<file path="config.mk">
export PLATFORM = sky130hd
export DESIGN_NAME = rd_lat_pipe
export DESIGN_NICKNAME = d
export VERILOG_FILES = /design/src/rtl/sram_resp_model_rd_lat_pipe.sv
export SDC_FILE = /design/constraint.sdc
export NUM_CORES = 1
export LEC_CHECK = 0
export CORE_MARGIN = 5
export CORE_UTILIZATION = 32
export CTS_BUF_LIST = sky130_fd_sc_hd__clkbuf_8
export CTS_CLUSTER_DIAMETER = 120
export DETAILED_ROUTE_END_ITERATION = 8
export PLACE_DENSITY = 0.75
export SYNTH_ARGS = -nofsm -noshare
export SYNTH_HDL_FRONTEND = slang
export SYNTH_SLANG_ARGS = --single-unit
export TNS_END_PERCENT = 20
</file>
<file path="constraint.sdc">
create_clock -name clk -period 1.1 [get_ports clk]
set_input_delay 0.22 -clock clk [delete_from_list [all_inputs] [get_ports clk]]
set_output_delay 0.22 -clock clk [all_outputs]
set_load 0.005 [all_outputs]
</file>
<file path="src/rtl/sram_resp_model_rd_lat_pipe.sv">
// ---------------------------------------------------------------------------
// rd_lat_pipe
//   Fixed-depth registered delay line with asynchronous active-high reset.
//   d is captured into stage 0 every edge; q is the last stage, so a value
//   presented at cycle N is visible on q from cycle N+DEPTH onward.
//
//   clk   : clock
//   reset : asynchronous, active-high; clears every stage immediately
//   d     : input word (W bits)
//   q     : delayed output word (W bits), registered
// ---------------------------------------------------------------------------
module rd_lat_pipe #(
  parameter int W     = 32,
  parameter int DEPTH = 1
) (
  input  logic         clk,
  input  logic         reset,
  input  logic [W-1:0] d,
  output logic [W-1:0] q
);

  logic [DEPTH-1:0][W-1:0] stage_reg;

  always_ff @(posedge clk or posedge reset) begin
    if (reset) begin
      stage_reg <= '0;
    end else begin
      stage_reg[0] <= d;
      for (int i = 1; i < DEPTH; i++) begin
        stage_reg[i] <= stage_reg[i-1];
      end
    end
  end

  assign q = stage_reg[DEPTH-1];

endmodule : rd_lat_pipe

</file>
==> qor.txt, run 1 <==
RUN STATUS
------------------------------------------------------------------------------------------
Outcome                                                                       finished clean

WORST HOLD PATH
------------------------------------------------------------------------------------------
Worst hold-check path type                                                        in2async

LAYOUT
------------------------------------------------------------------------------------------
Final design utilization                                                             64.2%
Layout Area Growth over Synthesis                                                    94.1%
Number of standard cells in the layout, taps in and fillers out                        134
Number of diodes added for antenna fixing                                                0
Total number of nets in the final design                                               140
Fillcell total                                                                         195
Area used by multi-input combinational logic                                        0 um^2
Fraction of layout cells with a size suffix above 1                                  9.62%
Sequential standard cell area                                                     801 um^2
Max reg flops                                                                           32
Number of multi-input combinational cells in the layout                                  0

TIMING
------------------------------------------------------------------------------------------
Worst-margin pin slew                                                             0.171 ns
Maximum frequency from static timing analysis                                      937 MHz
Share of the clock period used by the worst path after layout                        97.0%
Relative slew slack                                                                  88.6%
Hold violation total from the final report                                               0
Time the worst path needs with I/O delays and setup                                1.07 ns
Final-report max-slew violation count                                                    0
RSZ-0062 raised after global routing                                                    no
Number of endpoints failing setup at the final stage                                     0
Setup tns final                                                                       0 ns

SYNTHESIS
------------------------------------------------------------------------------------------
Main combinational cell family by area after synthesis                        buffers and inverters
XOR/XNOR Fraction of Synth Area                                                         0%
Number of nets produced by synthesis                                                    67
Post-synthesis sequential element count                                                 32
Share of synthesized cell area in full adder, half adder and majority cells             0%
Synth Warn #                                                                             0
Area fraction in compound gates after synthesis                                         0%
Simple-gate share of the synthesized area                                               0%
Cell Area, Synth                                                                  805 um^2
Synthesized netlist cell count                                                          33
Unique masters post-synth                                                                2
Synthesized area per cell                                                        24.4 um^2
Multiplexer share of the synthesized area                                               0%
Sequential fraction of the synthesis area                                            99.5%

FLOORPLAN
------------------------------------------------------------------------------------------
Die boundary width                                                                 60.1 um
Starting density of the core                                                         33.1%
Placement row count                                                                     18
I/O Pins                                                                                66
Total core area                                                               0.00243 mm^2
Die span in y                                                                      60.1 um
Floorplan die area                                                            0.00362 mm^2

POWER AND IR DROP
------------------------------------------------------------------------------------------
Power density of the placed cells                                             1440 mW/mm^2
Maximum VDD drop                                                                 0.00103 V
Static leakage power                                                           0.000697 uW

DETAILED ROUTING
------------------------------------------------------------------------------------------
Final wirelength                                                                   1880 um
Average vias per placed instance                                                      4.00
Number of search-and-repair iterations in the first detailed-routing pass                2
Count of antenna-violating nets left after detailed routing                              0
Initial DRC count                                                                       28
Final routed wire length divided by cell count                                     14.0 um
Via Count                                                                              536
DRC violations left                                                                      0

CRITICAL PATH
------------------------------------------------------------------------------------------
Setup CP Type                                                                      reg2out
Arrival time of the worst setup path                                               0.85 ns
Nature of the critical path endpoint                                          primary output
Critical Path, Cell by Cell                                                   clkdlybuf4s15_1
Worst setup path startpoint                                                          q[31]
Worst path top cell family by delay                                             flip-flops
Number of buffer and inverter stages on the critical path                                1
Critical path startpoint category                                                flip-flop
Worst EP required                                                                  0.88 ns
Slowest stage cell on the critical path                                            dfrtp_1
Largest stage delay, worst path                                                    0.37 ns
Worst-path maximum fanout                                                                1

CLOCKING
------------------------------------------------------------------------------------------
Total of hold buffers inserted after clock tree synthesis                                0
Clock Sinks                                                                             32
Cell at the root of the clock tree                                                clkbuf_8
CTS tree                                                                             built
H-tree depth                                                                             2
Clock edge transition at the registers on the reported setup and hold paths        0.06 ns
Maximum buffer depth of the clock tree                                                   2
CTS buffer count                                                                         5
Post-CTS Repair Setup Buffers                                                            0
PostCTS Resize Cnt                                                                      64

PLACE
------------------------------------------------------------------------------------------
DP HPWL                                                                            1470 um
Number of buffers inserted by port buffering                                            65
GP Congestion                                                                        0.614
Total placed cells including tap cells                                                 129

GLOBAL ROUTING
------------------------------------------------------------------------------------------
GRT Util Overall                                                                     12.4%
Number of global-route vias before repair                                              640
Global-route wire length before repair                                             2990 um
Total overflow reported by the global router                                             0
Pin count of the biggest net entering global routing                                    33
Initial antenna violation count                                                          0

FLOW RUN
------------------------------------------------------------------------------------------
Max Cap Violations                                                                       0

synth_stat cells (all sizes together):
master / count / share of area (%)
inv: 1 / 0.47
dfrtp: 32 / 100
where the power goes:
group	total, uW	switching [uW]	internal (uW)
clock	748	342	406
sequential	1250	15.4	1240
combinational	242	68.8	174
cells in the final DEF (no fill, tap or decap):
| master | netlist | routed |
|---|---|---|
| clkbuf_8 | 0 | 5 |
| inv_1 | 1 | 1 |
| clkbuf_2 | 0 | 4 |
| clkdlybuf4s50_1 | 0 | 33 |
| clkdlybuf4s15_1 | 0 | 28 |
| dfrtp_1 | 32 | 32 |
| buf_12 | 0 | 1 |
layer usage:
metal | GRT usage, % | part of all wire, % | vias to the layer above | wire length, um
li1 | - | - | 240 | -
met4 | 6.65 | 0.75 | 0 | 14
met3 | 7.78 | 14 | 2 | 261
met5 | 0 | 0 | - | 0
met1 | 12.9 | 33 | 256 | 612
met2 | 19.0 | 53 | 38 | 987
kinds of logic (layout without fill, tap and decap cells):
family,count (synthesis),after routing
flops,32,32
buf+inv,1,72
per-stage QoR:
stage / instance area (um^2) / total power, uW / hold WS, ns / worst slack [ns]
3_5_place_dp: 1510 / 1560 / 0.592 / 0.0449
6_report: 1560 / 2240 / 0.296 / 0.0332
4_1_cts: 1580 / 2290 / 0.305 / 0.0107
2_1_floorplan: 805 / 1300 / 0.251 / 0.189
3_3_place_gp: 1510 / 1550 / 0.585 / 0.0717
5_1_grt: 1560 / 2360 / 0.337 / 0.00209
area by class of cell:
cell class / instances / area share (%)
inverter: 1 / 0.240
tap: 30 / 2.40
clock buffer: 5 / 4.41
sequential: 32 / 51.3
timing repair buffer: 66 / 41.7
worst paths after layout:
kind | to | slack, ns | depth (start not counted)
max | q[31] | 0.03 | 1
min in group clk | q[20] | 0.39 | 1
min | q[21] | 0.30 | 3
max in group asynchronous | q[28] | 0.63 | 3
Note: power is estimated with default switching activity, not from simulation.
==> inputs of run 2 (changes only) <==
--- a/config.mk
+++ b/config.mk
@@ -5,6 +5,7 @@
 export SDC_FILE = /design/constraint.sdc
 export NUM_CORES = 1
 export LEC_CHECK = 0
+export CORE_ASPECT_RATIO = 0.75
 export CORE_MARGIN = 5
 export CORE_UTILIZATION = 32
 export CTS_BUF_LIST = sky130_fd_sc_hd__clkbuf_8
==> qor.txt, run 2 (synthesis results as in run 1) <==
RUN STATUS
------------------------------------------------------------------------------------------
Outcome                                                                       finished clean

FLOW RUN
------------------------------------------------------------------------------------------
Max Cap Violations                                                                       0   unchanged

GLOBAL ROUTING
------------------------------------------------------------------------------------------
Initial antenna violation count                                                          0   unchanged
Total overflow reported by the global router                                             0   unchanged
Number of global-route vias before repair                                              652   +1.9%
Pin count of the biggest net entering global routing                                    18   -45%
Global-route wire length before repair                                             2770 um   -7.6%
GRT Util Overall                                                                     11.6%   -0.72 points

CLOCKING
------------------------------------------------------------------------------------------
Clock Sinks                                                                             32   unchanged
Clock edge transition at the registers on the reported setup and hold paths        0.07 ns   about the same
Post-CTS Repair Setup Buffers                                                            0   unchanged
CTS tree                                                                             built
Cell at the root of the clock tree                                                clkbuf_8
Maximum buffer depth of the clock tree                                                   2   unchanged
CTS buffer count                                                                         5   unchanged
H-tree depth                                                                             2   unchanged

POWER AND IR DROP
------------------------------------------------------------------------------------------
Static leakage power                                                           0.000722 uW   +3.6%
Maximum VDD drop                                                                 0.00111 V   +8.4%
Power density of the placed cells                                             1600 mW/mm^2   +12%

LAYOUT
------------------------------------------------------------------------------------------
Area used by multi-input combinational logic                                        0 um^2   unchanged
Fraction of layout cells with a size suffix above 1                                  18.5%   +8.9 points
Layout Area Growth over Synthesis                                                    96.1%
Max reg flops                                                                           32   unchanged
Leading cell type in the layout, fill and taps excluded                       clkdlybuf4s50_1
Number of standard cells in the layout, taps in and fillers out                        142   +6.0%
Commonest non-fill, non-tap cells in the layout                               33 x clkdlybuf4s50_1, 32 x dfrtp_1, 21 x clkdlybuf4s15_1
Number of diodes added for antenna fixing                                                0   unchanged
Total number of nets in the final design                                               141   +0.71%
Number of multi-input combinational cells in the layout                                  0   unchanged

FLOORPLAN
------------------------------------------------------------------------------------------
I/O Pins                                                                                66   unchanged
Placement row count                                                                     15   -3
Total core area                                                               0.00235 mm^2   -3.5%
Die boundary width                                                                 67.9 um   +13%
Starting density of the core                                                         34.3%   +1.2 points
Floorplan die area                                                            0.00363 mm^2   +0.29%
Die span in y                                                                      53.4 um   -11%

TIMING
------------------------------------------------------------------------------------------
Time the worst path needs with I/O delays and setup                                1.06 ns   -0.00514 ns
Hold violation total from the final report                                               0   unchanged
Share of the clock period used by the worst path after layout                        96.5%   -0.47 points
Setup tns final                                                                       0 ns   unchanged
Worst-margin pin slew                                                             0.185 ns   +0.0142 ns
Maximum frequency from static timing analysis                                      942 MHz   +0.48%
Number of endpoints failing setup at the final stage                                     0   unchanged
Relative slew slack                                                                  87.6%   -0.94 points
Final-report max-slew violation count                                                    0   unchanged
RSZ-0062 raised after global routing                                                    no

CRITICAL PATH
------------------------------------------------------------------------------------------
Setup CP Type                                                                      reg2out
Arrival time of the worst setup path                                               0.84 ns   about the same
Worst path top cell family by delay                                             flip-flops
Worst-path maximum fanout                                                                1   unchanged
Number of buffer and inverter stages on the critical path                                1   unchanged
Nature of the critical path endpoint                                          primary output
Worst EP required                                                                  0.88 ns   about the same
Slowest stage cell on the critical path                                            dfrtp_1
Largest stage delay, worst path                                                    0.36 ns   about the same
Critical Path, Cell by Cell                                                   clkdlybuf4s15_1
Critical path startpoint category                                                flip-flop

PLACE
------------------------------------------------------------------------------------------
GP Congestion                                                                        0.675   +10%
Total placed cells including tap cells                                                 134   +3.9%
Number of buffers inserted by port buffering                                            65   unchanged

DETAILED ROUTING
------------------------------------------------------------------------------------------
Final routed wire length divided by cell count                                     13.3 um   -5.3%
DRC violations left                                                                      0   unchanged
Final wirelength                                                                   1880 um   +0.37%
Initial DRC count                                                                        5   -82%
Count of antenna-violating nets left after detailed routing                              0   unchanged
Via Count                                                                              532   -0.75%
Average vias per placed instance                                                      3.75   -6.3%
Number of search-and-repair iterations in the first detailed-routing pass                3   +1

WORST HOLD PATH
------------------------------------------------------------------------------------------
Worst hold-check path type                                                        in2async

run 2: cell types whose count changed in the layout (fill, tap and decap cells not counted):
cell / previous run / this run
clkinv_2: 0 / 1
clkbuf_2: 4 / 10
buf_2: 0 / 1
buf_4: 0 / 1
clkdlybuf4s15_1: 28 / 21
inv_1: 1 / 2
bufinv_16: 0 / 1
run 2: layout make-up:
cell class              count  area (um^2)
fillers                   168          768
flip-flops and latches     32          801
inverters                   1         3.75
clock inverters             3         38.8
well taps                  34         42.5
repair buffers             67          623
clock buffers               5         68.8
run 2: through the flow:
stage               hold WS, ns  setup WS, ns  utilization (%)  instance area, um^2  power [uW]
floorplan                 0.251         0.189                -                  805        1300
global placement          0.564        0.0681             65.0                 1530        1550
detailed placement        0.570        0.0509             65.0                 1530        1560
CTS                       0.282        0.0117             69.4                 1630        2580
global route              0.288      0.000495             67.3                 1580        2640
finish                    0.286        0.0383             67.3                 1580        2530
run 2: worst max path at each step:
stage                     cells past startpoint  start     to  slack (ns)
after floorplan                               1  reset   q[0]        0.19
after global placement                        1  q[28]  q[28]        0.07
after detailed placement                      1  q[24]  q[24]        0.05
after CTS                                     1  q[24]  q[24]        0.01
after global routing                          1   q[9]   q[9]      0.0005
final                                         1   q[9]   q[9]        0.04
run 2: power breakdown:
part / internal (uW) / leakage, uW / total, uW / switching (uW)
sequential: 1240 / 0.000373 / 1250 / 16.0
clock: 661 / 0.0000593 / 1040 / 376
combinational: 169 / 0.000290 / 238 / 69.4
total: 2070 / 0.000722 / 2530 / 462
run 2: metal layers:
metal / vias to the layer above / GRT usage, % / wire length, um
met2: 43 / 18.6 / 930
li1: 245 / - / -
met3: 2 / 11.5 / 405
met1: 242 / 8.71 / 529
met4: 0 / 6.93 / 17
met5: - / 0 / 0
run 2: repair_timing:
item                       CTS  global route
resized for setup           66            10
pin swaps                    0             0
setup endpoints to repair   32            10
hold buffers                 0             0
==> inputs of run 3 (changes only) <==
--- a/config.mk
+++ b/config.mk
@@ -11,7 +11,7 @@
 export CTS_BUF_LIST = sky130_fd_sc_hd__clkbuf_8
 export CTS_CLUSTER_DIAMETER = 120
 export DETAILED_ROUTE_END_ITERATION = 8
-export PLACE_DENSITY = 0.75
+export PLACE_DENSITY = 0.79
 export SYNTH_ARGS = -nofsm -noshare
 export SYNTH_HDL_FRONTEND = slang
 export SYNTH_SLANG_ARGS = --single-unit
==> qor.txt, run 3 (synthesis results as in run 1) <==
RUN STATUS
------------------------------------------------------------------------------------------
Outcome                                                                       finished clean

CLOCKING
------------------------------------------------------------------------------------------
CTS buffer count                                                                         5   unchanged
H-tree depth                                                                             2   unchanged
Cell at the root of the clock tree                                                clkbuf_8
Clock Sinks                                                                             32   unchanged
CTS tree                                                                             built
Total of hold buffers inserted after clock tree synthesis                                0   unchanged
Post-CTS Repair Setup Buffers                                                            0   unchanged
Clock edge transition at the registers on the reported setup and hold paths        0.06 ns   about the same
Maximum buffer depth of the clock tree                                                   2   unchanged

LAYOUT
------------------------------------------------------------------------------------------
Max reg flops                                                                           32   unchanged
Area used by multi-input combinational logic                                        0 um^2   unchanged
Fraction of layout cells with a size suffix above 1                                  17.6%   -0.93 points
Layout Area Growth over Synthesis                                                    95.2%
Fillcell total                                                                         176   +4.8%
Total number of nets in the final design                                               141   unchanged
Number of diodes added for antenna fixing                                                0   unchanged
Leading cell type in the layout, fill and taps excluded                       clkdlybuf4s50_1
Sequential standard cell area                                                     801 um^2   unchanged
Number of multi-input combinational cells in the layout                                  0   unchanged
Commonest non-fill, non-tap cells in the layout                               33 x clkdlybuf4s50_1, 32 x dfrtp_1, 22 x clkdlybuf4s15_1

DETAILED ROUTING
------------------------------------------------------------------------------------------
Initial DRC count                                                                        8   +3
Number of search-and-repair iterations in the first detailed-routing pass                2   -1
DRC violations left                                                                      0   unchanged
Via Count                                                                              542   +1.9%
Average vias per placed instance                                                      3.82   +1.9%
Final wirelength                                                                   1960 um   +3.9%
Final routed wire length divided by cell count                                     13.8 um   +3.9%
Count of antenna-violating nets left after detailed routing                              0   unchanged

FLOORPLAN
------------------------------------------------------------------------------------------
Placement row count                                                                     15   unchanged
Starting density of the core                                                         34.3%   unchanged
Floorplan die area                                                            0.00363 mm^2   unchanged
Total core area                                                               0.00235 mm^2   unchanged
Die span in y                                                                      53.4 um   unchanged
Die boundary width                                                                 67.9 um   unchanged
I/O Pins                                                                                66   unchanged

TIMING
------------------------------------------------------------------------------------------
Smallest hold slack                                                               0.304 ns   +0.0176 ns
Relative slew slack                                                                  85.5%   -2.1 points
Final-report max-slew violation count                                                    0   unchanged
Maximum frequency from static timing analysis                                      939 MHz   -0.30%
Number of endpoints failing setup at the final stage                                     0   unchanged
Time the worst path needs with I/O delays and setup                                1.06 ns   +0.00318 ns
Share of the clock period used by the worst path after layout                        96.8%   +0.29 points
Worst-margin pin slew                                                             0.217 ns   +0.0322 ns
RSZ-0062 raised after global routing                                                    no
Setup tns final                                                                       0 ns   unchanged
Hold violation total from the final report                                               0   unchanged

CRITICAL PATH
------------------------------------------------------------------------------------------
Worst path top cell family by delay                                             flip-flops
Worst-path maximum fanout                                                                1   unchanged
Number of buffer and inverter stages on the critical path                                1   unchanged
Setup CP Type                                                                      reg2out
Nature of the critical path endpoint                                          primary output
Largest stage delay, worst path                                                    0.36 ns   about the same
Arrival time of the worst setup path                                               0.84 ns   about the same
Critical Path, Cell by Cell                                                   clkdlybuf4s15_1
Slowest stage cell on the critical path                                            dfrtp_1
Worst EP required                                                                  0.88 ns   about the same
Critical path startpoint category                                                flip-flop

GLOBAL ROUTING
------------------------------------------------------------------------------------------
Initial antenna violation count                                                          0   unchanged
Pin count of the biggest net entering global routing                                    19   +1
Global-route wire length before repair                                             3170 um   +15%
Number of global-route vias before repair                                              652   unchanged
Total overflow reported by the global router                                             0   unchanged
GRT Util Overall                                                                     12.9%   +1.3 points

POWER AND IR DROP
------------------------------------------------------------------------------------------
Maximum VDD drop                                                                0.000983 V   -12%
Static leakage power                                                           0.000718 uW   -0.55%
Power density of the placed cells                                             1610 mW/mm^2   +0.63%

PLACE
------------------------------------------------------------------------------------------
GP Congestion                                                                        0.653   -3.3%
Number of buffers inserted by port buffering                                            65   unchanged

WORST HOLD PATH
------------------------------------------------------------------------------------------
Worst hold-check path type                                                        in2async

FLOW RUN
------------------------------------------------------------------------------------------
Max Cap Violations                                                                       0   unchanged

-- run 3: timing repair --
action                                  4_1_cts  5_1_grt
resized for setup                            64       10
endpoints found under the setup margin       32       10
cloned                                        0        0
-- run 3: area by class of cell --
type                    instances  area share [%]
inverters                       1           0.239
well taps                      34            2.71
clock inverters                 3            2.47
repair buffers                 67            39.2
clock buffers                   5            4.38
flip-flops and latches         32            51.0
-- run 3: metal layers --
layer	GRT usage, %	routed length [um]	share of wire [%]
met5	0	0	0
met4	4.95	17	0.87
met3	11.7	366	19
met2	20.2	977	50
met1	11.8	596	30
-- run 3: worst max path at each step --
stage,depth (start not counted),end,from,slack (ns)
after floorplan,1,q[0],reset,0.19
after global placement,1,q[2],q[2],0.06
after detailed placement,1,q[3],q[3],0.05
after CTS,1,q[3],q[3],0.01
after global routing,1,q[27],q[27],0.0008
final,1,q[21],q[21],0.04
-- run 3: power breakdown --
group | switching (uW) | leakage (uW) | internal, uW
sequential | 15.3 | 0.000373 | 1240
combinational | 70.4 | 0.000286 | 165
clock | 383 | 0.0000593 | 662
total | 469 | 0.000718 | 2060
-- run 3: through the flow --
| step | setup slack (ns) | total power [uW] | utilization [%] | instance area [um^2] | std cells |
|---|---|---|---|---|---|
| after floorplan | 0.189 | 1300 | - | 805 | 33 |
| after global placement | 0.0611 | 1550 | 64.5 | 1510 | 134 |
| after detailed placement | 0.0516 | 1550 | 64.5 | 1510 | 134 |
| after CTS | 0.0105 | 2580 | 69.1 | 1620 | 142 |
| after global routing | 0.000817 | 2650 | 66.9 | 1570 | 142 |
| final | 0.0351 | 2530 | 66.9 | 1570 | 142 |
